`src/rtl/chip8_video_tiler.sv`:
```
// chip8_video_tiler: tiles several CHIP-8 monochrome framebuffers into a centred grid.
// Each tile is scaled, coloured through a per-channel palette, and can carry a cell grid
// overlay and a blinking border on the focused core. Output is a registered RGB pixel.
module chip8_video_tiler #(
    parameter int NUM_CH       = 4,
    parameter int TILE_COLS    = 2,
    parameter int FB_W         = 64,
    parameter int FB_H         = 32,
    parameter int SCALE        = 8,
    parameter int H_ACTIVE     = 1280,
    parameter int V_ACTIVE     = 720,
    parameter int RD_LATENCY   = 2,
    parameter int BLINK_FRAMES = 32
) (
    input  logic                  clk_in,
    input  logic                  rst_in,
    input  logic [10:0]           hcount_in,
    input  logic [9:0]            vcount_in,
    input  logic                  new_frame_in,
    output logic [15:0]           fb_addr_out,
    input  logic [NUM_CH*8-1:0]   fb_data_in,
    input  logic                  grid_in,
    input  logic [2:0]            focus_in,
    input  logic                  pal_we_in,
    input  logic [2:0]            pal_ch_in,
    input  logic [23:0]           pal_rgb_in,
    output logic [7:0]            red_out,
    output logic [7:0]            green_out,
    output logic [7:0]            blue_out
);

    // ------------------------------------------------------------------
    // Geometry
    // ------------------------------------------------------------------
    localparam int ROWS          = (NUM_CH + TILE_COLS - 1) / TILE_COLS;
    localparam int TW            = FB_W * SCALE;
    localparam int TH            = FB_H * SCALE;
    localparam int GRID_W        = TILE_COLS * TW;
    localparam int GRID_H        = ROWS * TH;
    localparam int X0            = (H_ACTIVE - GRID_W) / 2;
    localparam int Y0            = (V_ACTIVE - GRID_H) / 2;
    localparam int SCALE_SH      = $clog2(SCALE);
    localparam int BYTES_PER_ROW = FB_W / 8;
    localparam bit TW_POW2       = (TW & (TW - 1)) == 0;
    localparam bit TH_POW2       = (TH & (TH - 1)) == 0;
    localparam int TW_SH         = $clog2(TW);
    localparam int TH_SH         = $clog2(TH);
    localparam int LX_W          = (TW > 1) ? $clog2(TW) : 1;
    localparam int LY_W          = (TH > 1) ? $clog2(TH) : 1;
    localparam int CNT_W         = (BLINK_FRAMES > 1) ? $clog2(BLINK_FRAMES) : 1;
    localparam logic [23:0] PAL_DEFAULT = 24'h7FFFD4;
    localparam logic [23:0] GRID_XOR    = 24'h404040;

    // Per-pixel context carried alongside the framebuffer read
    typedef struct packed {
        logic            vld;
        logic [2:0]      ch;
        logic [2:0]      bit_idx;
        logic [LX_W-1:0] lx;
        logic [LY_W-1:0] ly;
    } meta_t;

    // ------------------------------------------------------------------
    // Stage 0: tile decode and framebuffer address
    // ------------------------------------------------------------------
    int          h_pos, v_pos;
    int          x_pos, y_pos;
    int          col, row, ch_idx;
    int          lx_i, ly_i;
    int          fbx, fby;
    logic        in_tile;
    logic        active;
    meta_t       meta_d;
    logic [15:0] addr_d;

    // Decode screen position into tile, local offset and byte address
    always_comb begin
        h_pos = int'(hcount_in);
        v_pos = int'(vcount_in);
        x_pos = h_pos - X0;
        y_pos = v_pos - Y0;

        col = 0;
        row = 0;
        if (TW_POW2) begin
            col = x_pos >>> TW_SH;
        end else begin
            // Compare chain keeps a non power-of-two tile width free of dividers
            for (int c = 1; c < TILE_COLS; c++) begin
                if (x_pos >= c * TW) col = c;
            end
        end
        if (TH_POW2) begin
            row = y_pos >>> TH_SH;
        end else begin
            for (int r = 1; r < ROWS; r++) begin
                if (y_pos >= r * TH) row = r;
            end
        end

        lx_i   = x_pos - col * TW;
        ly_i   = y_pos - row * TH;
        ch_idx = row * TILE_COLS + col;

        active  = (h_pos < H_ACTIVE) && (v_pos < V_ACTIVE);
        in_tile = (x_pos >= 0) && (x_pos < GRID_W) &&
                  (y_pos >= 0) && (y_pos < GRID_H) &&
                  (ch_idx < NUM_CH);

        fbx = lx_i >>> SCALE_SH;
        fby = ly_i >>> SCALE_SH;

        addr_d         = 16'(fby * BYTES_PER_ROW + (fbx >>> 3));
        meta_d.vld     = in_tile && active;
        meta_d.ch      = 3'(ch_idx);
        // MSB of each byte is the leftmost pixel
        meta_d.bit_idx = 3'(7 - (fbx & 7));
        meta_d.lx      = LX_W'(lx_i);
        meta_d.ly      = LY_W'(ly_i);
    end

    // ------------------------------------------------------------------
    // Context pipeline, aligned with the RAM read latency
    // ------------------------------------------------------------------
    meta_t       pipe_q [RD_LATENCY+1];
    logic [15:0] fb_addr_q;

    // Register stage 0 and shift context in step with the framebuffer read
    always_ff @(posedge clk_in) begin
        if (rst_in) begin
            fb_addr_q <= '0;
            for (int k = 0; k <= RD_LATENCY; k++) begin
                pipe_q[k] <= '0;
            end
        end else begin
            fb_addr_q <= addr_d;
            pipe_q[0] <= meta_d;
            for (int k = 1; k <= RD_LATENCY; k++) begin
                pipe_q[k] <= pipe_q[k-1];
            end
        end
    end

    assign fb_addr_out = fb_addr_q;

    // ------------------------------------------------------------------
    // Palette
    // ------------------------------------------------------------------
    logic [23:0] pal_q [NUM_CH];

    // Palette registers; writes to channels beyond NUM_CH fall through the decode
    always_ff @(posedge clk_in) begin
        if (rst_in) begin
            for (int c = 0; c < NUM_CH; c++) begin
                pal_q[c] <= PAL_DEFAULT;
            end
        end else begin
            for (int c = 0; c < NUM_CH; c++) begin
                if (pal_we_in && (pal_ch_in == 3'(c))) pal_q[c] <= pal_rgb_in;
            end
        end
    end

    // ------------------------------------------------------------------
    // Focus border blink
    // ------------------------------------------------------------------
    logic [2:0]       focus_q;
    logic [CNT_W-1:0] blink_cnt_q, blink_cnt_d;
    logic             phase_q, phase_d;

    // Blink next state; a focus change restarts the blink with the border visible
    always_comb begin
        blink_cnt_d = blink_cnt_q;
        phase_d     = phase_q;
        if (focus_in != focus_q) begin
            blink_cnt_d = '0;
            phase_d     = 1'b1;
        end else if (new_frame_in) begin
            if (blink_cnt_q == CNT_W'(BLINK_FRAMES - 1)) begin
                blink_cnt_d = '0;
                phase_d     = ~phase_q;
            end else begin
                blink_cnt_d = blink_cnt_q + CNT_W'(1);
            end
        end
    end

    // Blink state registers
    always_ff @(posedge clk_in) begin
        if (rst_in) begin
            focus_q     <= focus_in;
            blink_cnt_q <= '0;
            phase_q     <= 1'b1;
        end else begin
            focus_q     <= focus_in;
            blink_cnt_q <= blink_cnt_d;
            phase_q     <= phase_d;
        end
    end

    // ------------------------------------------------------------------
    // Output stage
    // ------------------------------------------------------------------
    meta_t       m;
    logic [63:0] data_pad;
    logic [23:0] pal_sel;
    logic [23:0] rgb_d, rgb_q;
    logic        pix_bit;
    logic        border;
    logic        grid_hit;
    int          lx_o, ly_o;

    assign m        = pipe_q[RD_LATENCY];
    assign data_pad = 64'(fb_data_in);

    // Resolve the pixel colour by priority: blank, focus border, palette, grid overlay
    always_comb begin
        lx_o    = int'(m.lx);
        ly_o    = int'(m.ly);
        pix_bit = data_pad[{m.ch, m.bit_idx}];

        pal_sel = '0;
        for (int c = 0; c < NUM_CH; c++) begin
            if (m.ch == 3'(c)) pal_sel = pal_q[c];
        end

        border   = (lx_o < 2) || (lx_o >= TW - 2) || (ly_o < 2) || (ly_o >= TH - 2);
        grid_hit = ((lx_o & (SCALE - 1)) == 0) || ((ly_o & (SCALE - 1)) == 0);

        rgb_d = '0;
        if (!m.vld) begin
            rgb_d = '0;
        end else if ((m.ch == focus_in) && phase_q && border) begin
            rgb_d = 24'hFFFFFF;
        end else begin
            rgb_d = pix_bit ? pal_sel : 24'h000000;
            if (grid_in && grid_hit) rgb_d = rgb_d ^ GRID_XOR;
        end
    end

    // Output colour register
    always_ff @(posedge clk_in) begin
        if (rst_in) begin
            rgb_q <= '0;
        end else begin
            rgb_q <= rgb_d;
        end
    end

    assign red_out   = rgb_q[23:16];
    assign green_out = rgb_q[15:8];
    assign blue_out  = rgb_q[7:0];

endmodule

```
`config.mk`:
```
export PLATFORM = sky130hd
export DESIGN_NAME = chip8_video_tiler
export DESIGN_NICKNAME = d
export VERILOG_FILES = /design/src/rtl/chip8_video_tiler.sv
export SDC_FILE = /design/constraint.sdc
export NUM_CORES = 1
export LEC_CHECK = 0
export ABC_AREA = 1
export CORE_ASPECT_RATIO = 1.2
export CORE_MARGIN = 2
export CORE_UTILIZATION = 45
export CTS_CLUSTER_DIAMETER = 100
export DETAILED_ROUTE_END_ITERATION = 7
export GPL_TIMING_DRIVEN = 0
export PLACE_DENSITY = 0.71
export SYNTH_ARGS = -nofsm -noshare
export SYNTH_HDL_FRONTEND = slang
export SYNTH_SLANG_ARGS = --single-unit
```
`constraint.sdc`:
```
create_clock -name clk_in -period 2.93 [get_ports clk_in]
set_input_delay 0.586 -clock clk_in [delete_from_list [all_inputs] [get_ports clk_in]]
set_output_delay 0.586 -clock clk_in [all_outputs]
set_load 0.03 [all_outputs]
```
Word-level counts from Yosys, hierarchy flattened
Memories as Yosys holds them, arrays and structs flattened.
Index checks and enable logic that the tools add are counted.
{ "op_classes": {"addsub": 8, "magnitude_cmp": 12, "n_eq_ne": 9, "muxes": 32, "bitwise": 10, "reduce_logical": 24} }
{ "ops": {"columns": ["operator", "count"], "rows": [
  ["24-bit two-way mux", 13],
  ["32-bit zero test", 2],
  ["23-bit two-way mux", 1],
  ["11-bit < comparator, second input constant", 2],
  ["1-bit two-way mux", 16],
  ["12-bit by 7-bit adder with 13-bit output", 1],
  ["1-bit logical AND", 13],
  ["12-bit by 12-bit subtractor with 13-bit output", 1],
  ["3-bit by 2-bit equality test with 1-bit output, second input constant", 4],
  ["12-bit by 1-bit greater-or-equal comparator with 1-bit output, second input constant", 1],
  ["12-bit < comparator, second input constant", 1],
  ["11-bit by 11-bit subtractor with 12-bit output", 1],
  ["11-bit by 8-bit subtractor with 12-bit output, second input constant", 1],
  ["11-bit by 1-bit greater-or-equal comparator with 1-bit output, second input constant", 1],
  ["10-bit by 7-bit subtractor with 11-bit output, second input constant", 1],
  ["10-bit < comparator, second input constant", 1],
  ["9-bit greater-or-equal comparator, second input constant", 1],
  ["9-bit by 2-bit < comparator with 1-bit output, second input constant", 1],
  ["8-bit greater-or-equal comparator, second input constant", 1],
  ["8-bit by 2-bit < comparator with 1-bit output, second input constant", 1],
  ["6-bit by 7-bit < comparator with 1-bit output, second input constant", 1],
  ["1-bit OR", 7],
  ["1-bit binary-select mux with 6-bit select", 1],
  ["3-bit by 1-bit equality test with 1-bit output, second input constant", 2],
  ["other kinds (14)", 20]
]} }
{ "word_totals": {"regBits": 49, "mem_bits_rw": 168, "inputBits": 88, "output_inout_bits": 40, "wordCells": 102, "mem_count": 2} }
{ "mem_list": {"columns": ["name", "words", "word_bits", "rd", "rd_ports_with_merged_regs", "wr", "line", "source"], "rows": [
  ["pal_q", 4, 24, 4, 0, 4, "149", "logic [23:0] pal_q [NUM_CH];"],
  ["pipe_q", 3, 24, 3, 0, 3, "125", "meta_t pipe_q [RD_LATENCY+1];"]
]} }

Logic depth before layout (Yosys ltp)
Gate-level depths: netlist of run 1.
An unclocked memory read counts as a cell.
{ "logic_depth": {"depth_word": 10, "ltp_mapped": 17, "depth_no_buf": 14} }

Worst setup path before layout of run 1
Ideal clock, no wire load.
{ "synth_timing": {"path_type": "input to register", "from": "input port vcount_in[3]", "to": "memory pipe_q[0][23] (netlist name)", "setup_time_ns": 0.065, "arrival_time_ns": 2.174, "required_ns": 2.865, "path_slack_ns": 0.691, "cell_stages": 12, "path_buffers": 0, "path_cell_list": "inv_1 > ha_1 > nor2_1 > nand2_1 > nand3_1 > xor2_1 > inv_1 > fa_1 > xor2_1 > o22ai_1 > o211ai_1 > nor2_1"} }
{ "synth_rtl": {"columns": ["element", "line", "source"], "rows": [
  ["from (decl)", "18", "input logic [9:0] vcount_in,"],
  ["to (decl)", "125", null]
]} }

==> results.json, run 1 <==
{
  "netlist_instances": 894,
  "grtUsageMet2": 0.355,
  "worst_slew_pin_slew_ns": 1.21,
  "power_density_nw_per_um2": 596,
  "cts_buffers": 18,
  "rsz0062_at_grt": "no",
  "timing.final.crit_share": 0.827,
  "setup_viol": 0,
  "r2r-end": "rgb_q[16]",
  "area_growth_pct": 25.6,
  "grt_use_met3": 0.0254,
  "synth_edf_count": 96,
  "yosys_most_used_dff": "dfxtp_1",
  "power_frac_seq": 0.513,
  "grt_use_met1": 0.238,
  "rr_worst_depth": 6,
  "grt_use_total": 0.193,
  "post_cts_buffers": 0,
  "layout_setup_ws_ns": 0.507,
  "power_leakage_nw": 4.19,
  "switching_share": 0.227,
  "combPwrFrac": 0.098,
  "yosysTopAreaCell": "edfxtp_1",
  "dp_hpwl_um": 12600,
  "die_y_um": 151,
  "cts_max_level": 1,
  "netlist_top_cells_area": "edfxtp_1 35%, dfxtp_1 26%, nand2_1 10%",
  "fin_skew_ns": 0.00983,
  "utilization": 0.580,
  "switchingPower_mw": 1.39,
  "grt_first_pass_wirelength_um": 29300,
  "numPortBuffers": 119,
  "routed_wl_um": 18200,
  "total_power_mw": 6.09,
  "cts.clk_slew.worst_paths_ns": 0.07,
  "p_int_mw": 4.71,
  "crit_arrival_ns": 2.84,
  "antenna_found_initial": 0,
  "startpoint_type": "input pin",
  "ant_nets": 0,
  "cts.sink_count": 201,
  "grt_max_degree": 25,
  "grt-ovfl-total": 0,
  "first_global_vias": 5821,
  "drive_gt1_frac": 0.0580,
  "syn_area_per_cell_um2": 9.11,
  "hold_depth": 2,
  "ys_seq_area_frac": 0.612,
  "min_to": "pipe_q[0][65]",
  "root_buffer": "clkbuf_16",
  "placed_area_um2": 9640,
  "routed_via_density": 4.77,
  "cts-resized-gates": 0,
  "via_count": 6064,
  "rows": 53,
  "fin_crit_ns": 2.42,
  "drcViolationCount": 0,
  "wl_per_cell_um": 14.3,
  "die_area_um2": 19200,
  "dieWidth_um": 127,
  "routabilityCongestion": 0.781,
  "first_pass_iters": 5,
  "syn-cell-area_um2": 8150,
  "r2r_slack_ns": 0.91,
  "hp-start": "pipe_q[0][41]",
  "multiInputGateArea_um2": 2350,
  "yosysUniqueCellTypes": 35,
  "drv_cap": 0,
  "path_max_fanout": 3,
  "status": "finished, final reports clean",
  "hold_viol_final": 0,
  "detail_route.iter0.violations": 411,
  "clk-insertion-delay-late_ns": 0.48,
  "finalSetupTns_ns": 0,
  "worst-setup-path-type": "input pin to flip-flop",
  "async_flop_share": 0,
  "fill_cells": 1547,
  "fmax_mhz": 413,
  "endpoint_kind": "flip-flop",
  "slew_headroom": 0.189,
  "hold_path_class": "flip-flop to flip-flop",
  "diodes": 0,
  "final_design_area_no_fill_um2": 10200,
  "cts_hold_buf": 0,
  "cts_tree": "yes",
  "regArea_um2": 4980,
  "peakVddDrop_v": 0.000367,
  "clockPowerShare": 0.389,
  "finalMaxSlewViolations": 0,
  "core_um2": 17600,
  "r2r-start": "pipe_q[0][69]",
  "worstPathRequired_ns": 3.35,
  "place_ws_ns": 0.0214,
  "busiest_layer": "met2",
  "cts_buffer_depth": 3,
  "synth_top_area_frac": 0.354,
  "start_util": 0.462,
  "nets": 1136,
  "ys_ff_latch": 201,
  "synth_warnings": 0,
  "pin_count": 128
}
[cells by family after synthesis]
kind of cell,count (synthesis),synth area share
AO/OA/AOI/OAI,68,0.0575
XOR/XNOR,9,0.00968
adder cells (fa/ha/maj),8,0.0132
buffers and inverters,198,0.103
flip-flops,201,0.612
other,1,0.000460
AND/OR/NAND/NOR,409,0.204
[layout by cell type (no fill, tap or decap), types with 2 or more instances in the layout]
master           netlist  layout
buf_2                  3       3
xnor2_1                3       3
nand2_1              221     221
a21oi_1               29      29
edfxtp_1              96      96
o2111ai_1              5       5
xor2_1                 6       6
inv_4                  1       3
nand3_1               58      58
o22ai_1                2       2
o21ai_0                4       4
conb_1                 1       8
inv_1                141     141
clkbuf_16              0      20
inv_2                  4       4
clkinv_2               0       2
buf_4                 18      18
nand4_1               10      10
clkdlybuf4s50_1        0     119
nor3_1                 9       9
nor4_1                 2       2
dfxtp_1              105     105
ha_1                   7       7
buf_6                  3       3
or2_2                  3       3
nor2_1               105     105
buf_1                  2       2
a32oi_1               21      21
clkbuf_1              26      31
[cells in the mapped netlist (2+ instances only)]
cell,n
nand2_1,221
inv_1,141
dfxtp_1,105
nor2_1,105
edfxtp_1,96
nand3_1,58
a21oi_1,29
clkbuf_1,26
a32oi_1,21
buf_4,18
nand4_1,10
nor3_1,9
ha_1,7
xor2_1,6
o2111ai_1,5
inv_2,4
o21ai_0,4
buf_2,3
buf_6,3
or2_2,3
xnor2_1,3
buf_1,2
nor4_1,2
o22ai_1,2
[worst max-delay path: stages]
cell,delay (ns)
clkdlybuf4s50_1,0.48
inv_1,0.06
ha_1,0.22
nor2_1,0.10
nand2_1,0.08
nand3_1,0.09
xor2_1,0.20
inv_1,0.11
fa_1,0.41
xor2_1,0.15
o22ai_1,0.17
o211ai_1,0.11
nor2_1,0.08
[per-stage QoR]
stage | std cells | hold WS (ns)
after global placement | 1240 | 0.392
after floorplan | 901 | 0.388
after global routing | 1272 | 0.413
after detailed placement | 1240 | 0.394
after CTS | 1272 | 0.395
final | 1272 | 0.398
[power groups by stage]
| stage | registers [mW] | clock network (mW) | logic [mW] |
|---|---|---|---|
| finish | 3.13 | 2.37 | 0.594 |
| global route | 3.14 | 2.52 | 0.665 |
| detailed placement | 3.19 | 0 | 0.593 |
| global placement | 3.18 | 0 | 0.586 |
| CTS | 3.13 | 2.40 | 0.598 |
| floorplan | 3.18 | 0 | 0.348 |
[routing by layer]
| metal | vias to the layer above | wire [µm] |
|---|---|---|
| li1 | 3112 | - |
| met1 | 2715 | 7530 |
| met2 | 209 | 9110 |
| met3 | 28 | 1270 |
| met4 | 0 | 311 |
| met5 | - | 0 |
[worst max-delay path by stage]
stage | from | to | slack [ns] | depth (start not counted)
floorplan | vcount_in[3] | pipe_q[0][23] | 0.69 | 12
detailed placement | vcount_in[3] | pipe_q[0][23] | 0.02 | 13
finish | vcount_in[3] | pipe_q[0][23] | 0.51 | 13
global placement | vcount_in[3] | pipe_q[0][23] | 0.07 | 13
CTS | vcount_in[3] | pipe_q[0][23] | 0.51 | 13
global route | vcount_in[3] | pipe_q[0][23] | 0.27 | 13
[flip-flops by register name, indices dropped and copies added (netlist names)]
register,count
rgb_q,24
pal_q,96
phase_q,1
focus_q,3
blink_cnt_q,5
fb_addr_out,3
pipe_q,69
[final cells by class]
cell class,instances,area share
Buffer,52,0.0282
Clock inverter,6,0.00599
Sequential cell,201,0.487
Tap cell,220,0.0269
Clock buffer,26,0.0521
Timing Repair Buffer,119,0.116
Inverter,146,0.0538
Multi-Input combinational cell,502,0.229
No activity file was read; power rests on OpenSTA's default activity.
==> inputs of run 2 (changes only) <==
clock period = 2.4 ns   (was 2.93 ns; I/O delays follow)
==> run 2 against run 1 <==
Compared with the run above: utilization rose by 0.14 points; clock skew fell by 0.0015 ns; final cell count barely moved; clock power rose by 22%; power rose by 22%; sequential power rose by 22%; critical path depth did not move; critical endpoint unchanged.
==> results.json, run 2 (synthesis results as in run 1) <==
{
  "status": "finished, final reports clean",
  "start_util": 0.462,
  "hold_path_class": "flip-flop to flip-flop",
  "largest_reg_flops": 96,
  "routed_wl_um": 18300,
  "dieWidth_um": 127,
  "cts_buffer_depth": 3,
  "pin_count": 128,
  "cts.sink_count": 201,
  "grt_max_degree": 25,
  "ant_nets": 0,
  "total_power_mw": 7.44,
  "rr_worst_depth": 9,
  "mostFrequentLayoutCells": "221 x nand2_1, 140 x inv_1, 119 x clkdlybuf4s50_1",
  "reg.largest.list": "pal_q (96), pipe_q (69), rgb_q (24)",
  "multiInputGateArea_um2": 2360,
  "r2r_slack_ns": 0.38,
  "fmax_mhz": 450,
  "fin_crit_ns": 2.22,
  "timing.final.crit_share": 0.925,
  "area_growth_pct": 25.9,
  "fin_skew_ns": 0.00837,
  "first_pass_iters": 6,
  "routabilityCongestion": 0.781,
  "slew_headroom": 0.188,
  "detail_route.iter0.violations": 358,
  "cts_max_level": 1,
  "core_um2": 17600,
  "setup_viol": 0,
  "die_area_um2": 19200,
  "antenna_found_initial": 0,
  "die_y_um": 151,
  "critical_path.endpoint": "pipe_q[0][23]",
  "startpoint_type": "input pin",
  "nets": 1137,
  "largest-register": "pal_q",
  "drcViolationCount": 0,
  "peakVddDrop_v": 0.000449,
  "r2r-end": "rgb_q[13]",
  "grt_use_total": 0.193,
  "worstPathRequired_ns": 2.82,
  "finalMaxSlewViolations": 0,
  "routed_via_density": 4.76,
  "mostFrequentLayoutCell": "nand2_1",
  "grt-ovfl-total": 0,
  "first_global_vias": 5821,
  "power_density_nw_per_um2": 726,
  "wl_per_cell_um": 14.3,
  "hold_viol_final": 0,
  "drive_gt1_frac": 0.0636,
  "power_leakage_nw": 4.20,
  "path_max_fanout": 3,
  "worst-setup-path-type": "input pin to flip-flop",
  "startpoint": "vcount_in[3]",
  "drv_cap": 0,
  "place_ws_ns": -0.403,
  "endpoint_kind": "flip-flop",
  "cts.clk_slew.worst_paths_ns": 0.07,
  "rows": 53,
  "clk-insertion-delay-late_ns": 0.48,
  "grt_first_pass_wirelength_um": 29300,
  "numPortBuffers": 119,
  "crit_arrival_ns": 2.64,
  "cts_buffers": 18,
  "root_buffer": "clkbuf_16",
  "fill_cells": 1548,
  "via_count": 6059,
  "layout_setup_ws_ns": 0.179,
  "diodes": 0,
  "r2r-start": "pipe_q[0][69]",
  "worst_slew_pin_slew_ns": 1.22,
  "dp_hpwl_um": 12600,
  "rsz0062_at_grt": "no",
  "cts_tree": "yes",
  "regArea_um2": 4980
}
run 2: worst min-delay path by stage:
stage / from / to / slack [ns] / cells past startpoint
floorplan: pipe_q[0][0] / pipe_q[0][24] / 0.39 / 2
global placement: pipe_q[0][9] / pipe_q[0][33] / 0.39 / 2
detailed placement: pipe_q[0][23] / pipe_q[0][47] / 0.39 / 2
CTS: pipe_q[0][41] / pipe_q[0][65] / 0.40 / 2
global route: pipe_q[0][36] / pipe_q[0][60] / 0.41 / 2
finish: pipe_q[0][41] / pipe_q[0][65] / 0.40 / 2
run 2: repair_timing:
item / in CTS / in global routing
hold endpoints to repair: 0 / 0
setup endpoints to repair: 0 / 1
setup buffers: 0 / 1
resized for setup: 0 / 5
hold buffers: 0 / 0
run 2: area by class of cell:
cell class / count / share of cell area
flip-flops and latches: 201 / 0.486
well taps: 220 / 0.0268
plain buffers: 52 / 0.0282
clock buffers: 26 / 0.0520
repair buffers: 120 / 0.117
multi-input cells: 502 / 0.231
clock inverters: 6 / 0.00598
inverters: 146 / 0.0537
run 2: critical path, stage by stage:
cell             delay, ns
clkdlybuf4s50_1       0.48
inv_1                 0.06
ha_2                  0.19
nor2_1                0.10
nand2_1               0.08
nand3_2               0.09
xor2_2                0.19
inv_2                 0.07
fa_1                  0.40
xor2_1                0.15
o22ai_1               0.16
o211ai_1              0.11
nor2_1                0.08
run 2: per-stage QoR:
stage	std cells	TNS (ns)	hold WS (ns)	area, µm²	util
5_1_grt	1273	0	0.413	10300	0.582
6_report	1273	0	0.398	10300	0.582
2_1_floorplan	901	0	0.388	8170	-
3_5_place_dp	1240	-25.43	0.394	9640	0.546
4_1_cts	1272	0	0.395	10200	0.580
3_3_place_gp	1240	-24.94	0.392	9640	0.546
run 2: where the power goes:
| part | leakage, nW | internal, mW | switching, mW |
|---|---|---|---|
| sequential | 1.81 | 3.76 | 0.0548 |
| clock | 0.295 | 1.67 | 1.23 |
| combinational | 2.09 | 0.317 | 0.412 |
run 2: routing by layer:
layer,vias up,GRT usage,part of all wire
li1,3116,-,-
met4,0,0.0522,0.017
met1,2700,0.238,0.41
met2,217,0.355,0.50
met3,26,0.0254,0.069
met5,-,0,0
==> inputs of run 3 (changes only) <==
PLACE_DENSITY = 0.73   (was 0.71)
clock period = 1.9 ns   (was 2.4 ns; I/O delays follow)
==> run 3 against run 2 <==
Compared with the run above: the flow now finishes with violations (negative setup slack); first-iteration DRC count rose by 14%; flip-flop and latch count did not move; utilization rose by 1.8 points; die area is the same; clock skew grew 0.0023 ns; highest routed layer unchanged.
==> results.json, run 3 (synthesis results as in run 1) <==
{
  "rsz0062_at_grt": "yes",
  "core_um2": 17600,
  "reg.largest.list": "pal_q (96), pipe_q (69), rgb_q (24)",
  "fin_crit_ns": 2.03,
  "routabilityCongestion": 0.798,
  "violations": "negative setup slack",
  "crit_arrival_ns": 2.44,
  "die_area_um2": 19200,
  "slowest_stage": "clkdlybuf4s50_1",
  "hold_path_class": "flip-flop to flip-flop",
  "path_buf_inv": 2,
  "layout_setup_ws_ns": -0.127,
  "cts_buffers": 19,
  "finalSetupTns_ns": -0.127,
  "multiInputGateArea_um2": 2510,
  "critPathMostFrequentCell": "nand2_1",
  "dp_hpwl_um": 12500,
  "root_buffer": "clkbuf_16",
  "drcViolationCount": 0,
  "clockPowerShare": 0.382,
  "drive_gt1_frac": 0.125,
  "pin_count": 128,
  "finalMaxSlewViolations": 0,
  "setup_viol": 1,
  "largest-register": "pal_q",
  "dieWidth_um": 127,
  "combPwrFrac": 0.107,
  "power_leakage_nw": 4.37,
  "rows": 53,
  "grt_max_degree": 25,
  "mostFrequentLayoutCell": "nand2_1",
  "endpoint_kind": "flip-flop",
  "fin_skew_ns": 0.0106,
  "status": "complete, but fails checks",
  "cts_buffer_depth": 3,
  "slew_headroom": 0.531,
  "area_growth_pct": 29.8,
  "first_pass_iters": 5,
  "diodes": 0,
  "first_global_vias": 6101,
  "routed_via_density": 4.87,
  "path_max_fanout": 2,
  "power_density_nw_per_um2": 893,
  "timing.final.crit_share": 1.07,
  "cts.clk_slew.worst_paths_ns": 0.06,
  "top_layer": "met4",
  "antenna_found_initial": 0,
  "fill_cells": 1467,
  "power_frac_seq": 0.510,
  "p_int_mw": 7.29,
  "clk-insertion-delay-late_ns": 0.48,
  "grt_use_total": 0.194,
  "crit_path_cell_trace": "clkdlybuf4s50_1 -> inv_2 -> a21oi_2 -> nand2_1 -> nand2_1 -> xor2_1 -> ha_2 -> fa_2 -> o22ai_1 -> o211ai_1 -> nor2_1",
  "regArea_um2": 4990,
  "fmax_mhz": 493,
  "cts_max_level": 1,
  "ant_nets": 0,
  "switchingPower_mw": 2.16,
  "wl_met2_um": 9210,
  "die_y_um": 151,
  "crit_family": "adder cells",
  "worstPathRequired_ns": 2.31,
  "switching_share": 0.228,
  "nets": 1153,
  "total_power_mw": 9.45,
  "wl_met3_um": 1350,
  "cts_tree": "yes",
  "via_count": 6277,
  "drv_cap": 0,
  "met1Wirelength_um": 7810,
  "detail_route.iter0.violations": 408,
  "wl_per_cell_um": 14.6,
  "place_ws_ns": -0.670,
  "hold_viol_final": 0,
  "startpoint_type": "input pin",
  "mostFrequentLayoutCells": "204 x nand2_1, 137 x inv_1, 111 x clkdlybuf4s50_1",
  "numPortBuffers": 119,
  "peakVddDrop_v": 0.000490,
  "cts.sink_count": 201,
  "largest_reg_flops": 96,
  "worst-setup-path-type": "input pin to flip-flop",
  "worst_slew_pin_slew_ns": 0.701,
  "grt-ovfl-total": 0,
  "start_util": 0.462,
  "critPathMaxStageDelay_ns": 0.49,
  "grt_first_pass_wirelength_um": 29500,
  "routed_wl_um": 18700
}
## run 3: cell count changes in the layout (fill, tap and decap cells not counted), sizes merged
cell,previous run,this run
dlygate4sd2,0,8
clkinv,2,4
clkdlybuf4s50,119,111
buf,27,41
clkbuf,52,54
inv,149,146
## run 3: area by class of cell
type | instances | area share
multi-input combinational | 502 | 0.237
sequential | 201 | 0.472
inverter | 146 | 0.0528
buffer | 52 | 0.0314
timing repair buffer | 135 | 0.126
tap | 220 | 0.0260
clock inverter | 5 | 0.00450
clock buffer | 27 | 0.0506
## run 3: timing repair
action	4_1_cts	5_1_grt
endpoints found under the setup margin	133	161
buffers inserted	3	10
resized for setup	21	70
cloned	0	3
pin swaps	3	15
hold buffers	0	0
## run 3: through the flow
step	cell area, µm²	cells	hold WS, ns	utilization
after CTS	10300	1275	0.398	0.583
after global placement	9670	1240	0.391	0.548
after global routing	10600	1288	0.412	0.600
after floorplan	8200	901	0.388	-
final	10600	1288	0.399	0.600
after detailed placement	9670	1240	0.392	0.548
## run 3: power by group through the flow
stage	Sequential (mW)	Clock (mW)	Combinational (mW)
5_1_grt	4.84	3.80	1.13
6_report	4.82	3.61	1.02
4_1_cts	4.82	3.64	0.929
2_1_floorplan	4.90	0	0.543
3_3_place_gp	4.91	0	0.912
3_5_place_dp	4.92	0	0.923
## run 3: final timing paths
path,from,to,slack [ns],depth (start not counted)
worst max register to register,pipe_q[0][65],rgb_q[16],0.05,13
worst min register to register,pipe_q[0][18],pipe_q[0][42],0.40,2
worst max-delay path,vcount_in[3],pipe_q[0][23],-0.13,11
worst min-delay path,pipe_q[0][18],pipe_q[0][42],0.40,2
## run 3: worst register-to-register path, delay by kind of cell, from the launching register on
kind	cells	cell delay [ns]
flip-flops	1	0.33
AO/OA/AOI/OAI	2	0.45
AND/OR/NAND/NOR	6	0.44
buffers and inverters	5	0.56
## run 3: metal layers
layer / track usage / up-vias
met1: 0.242 / 2851
met4: 0.0549 / 0
met2: 0.351 / 238
met5: 0 / -
met3: 0.0297 / 28
li1: - / 3160
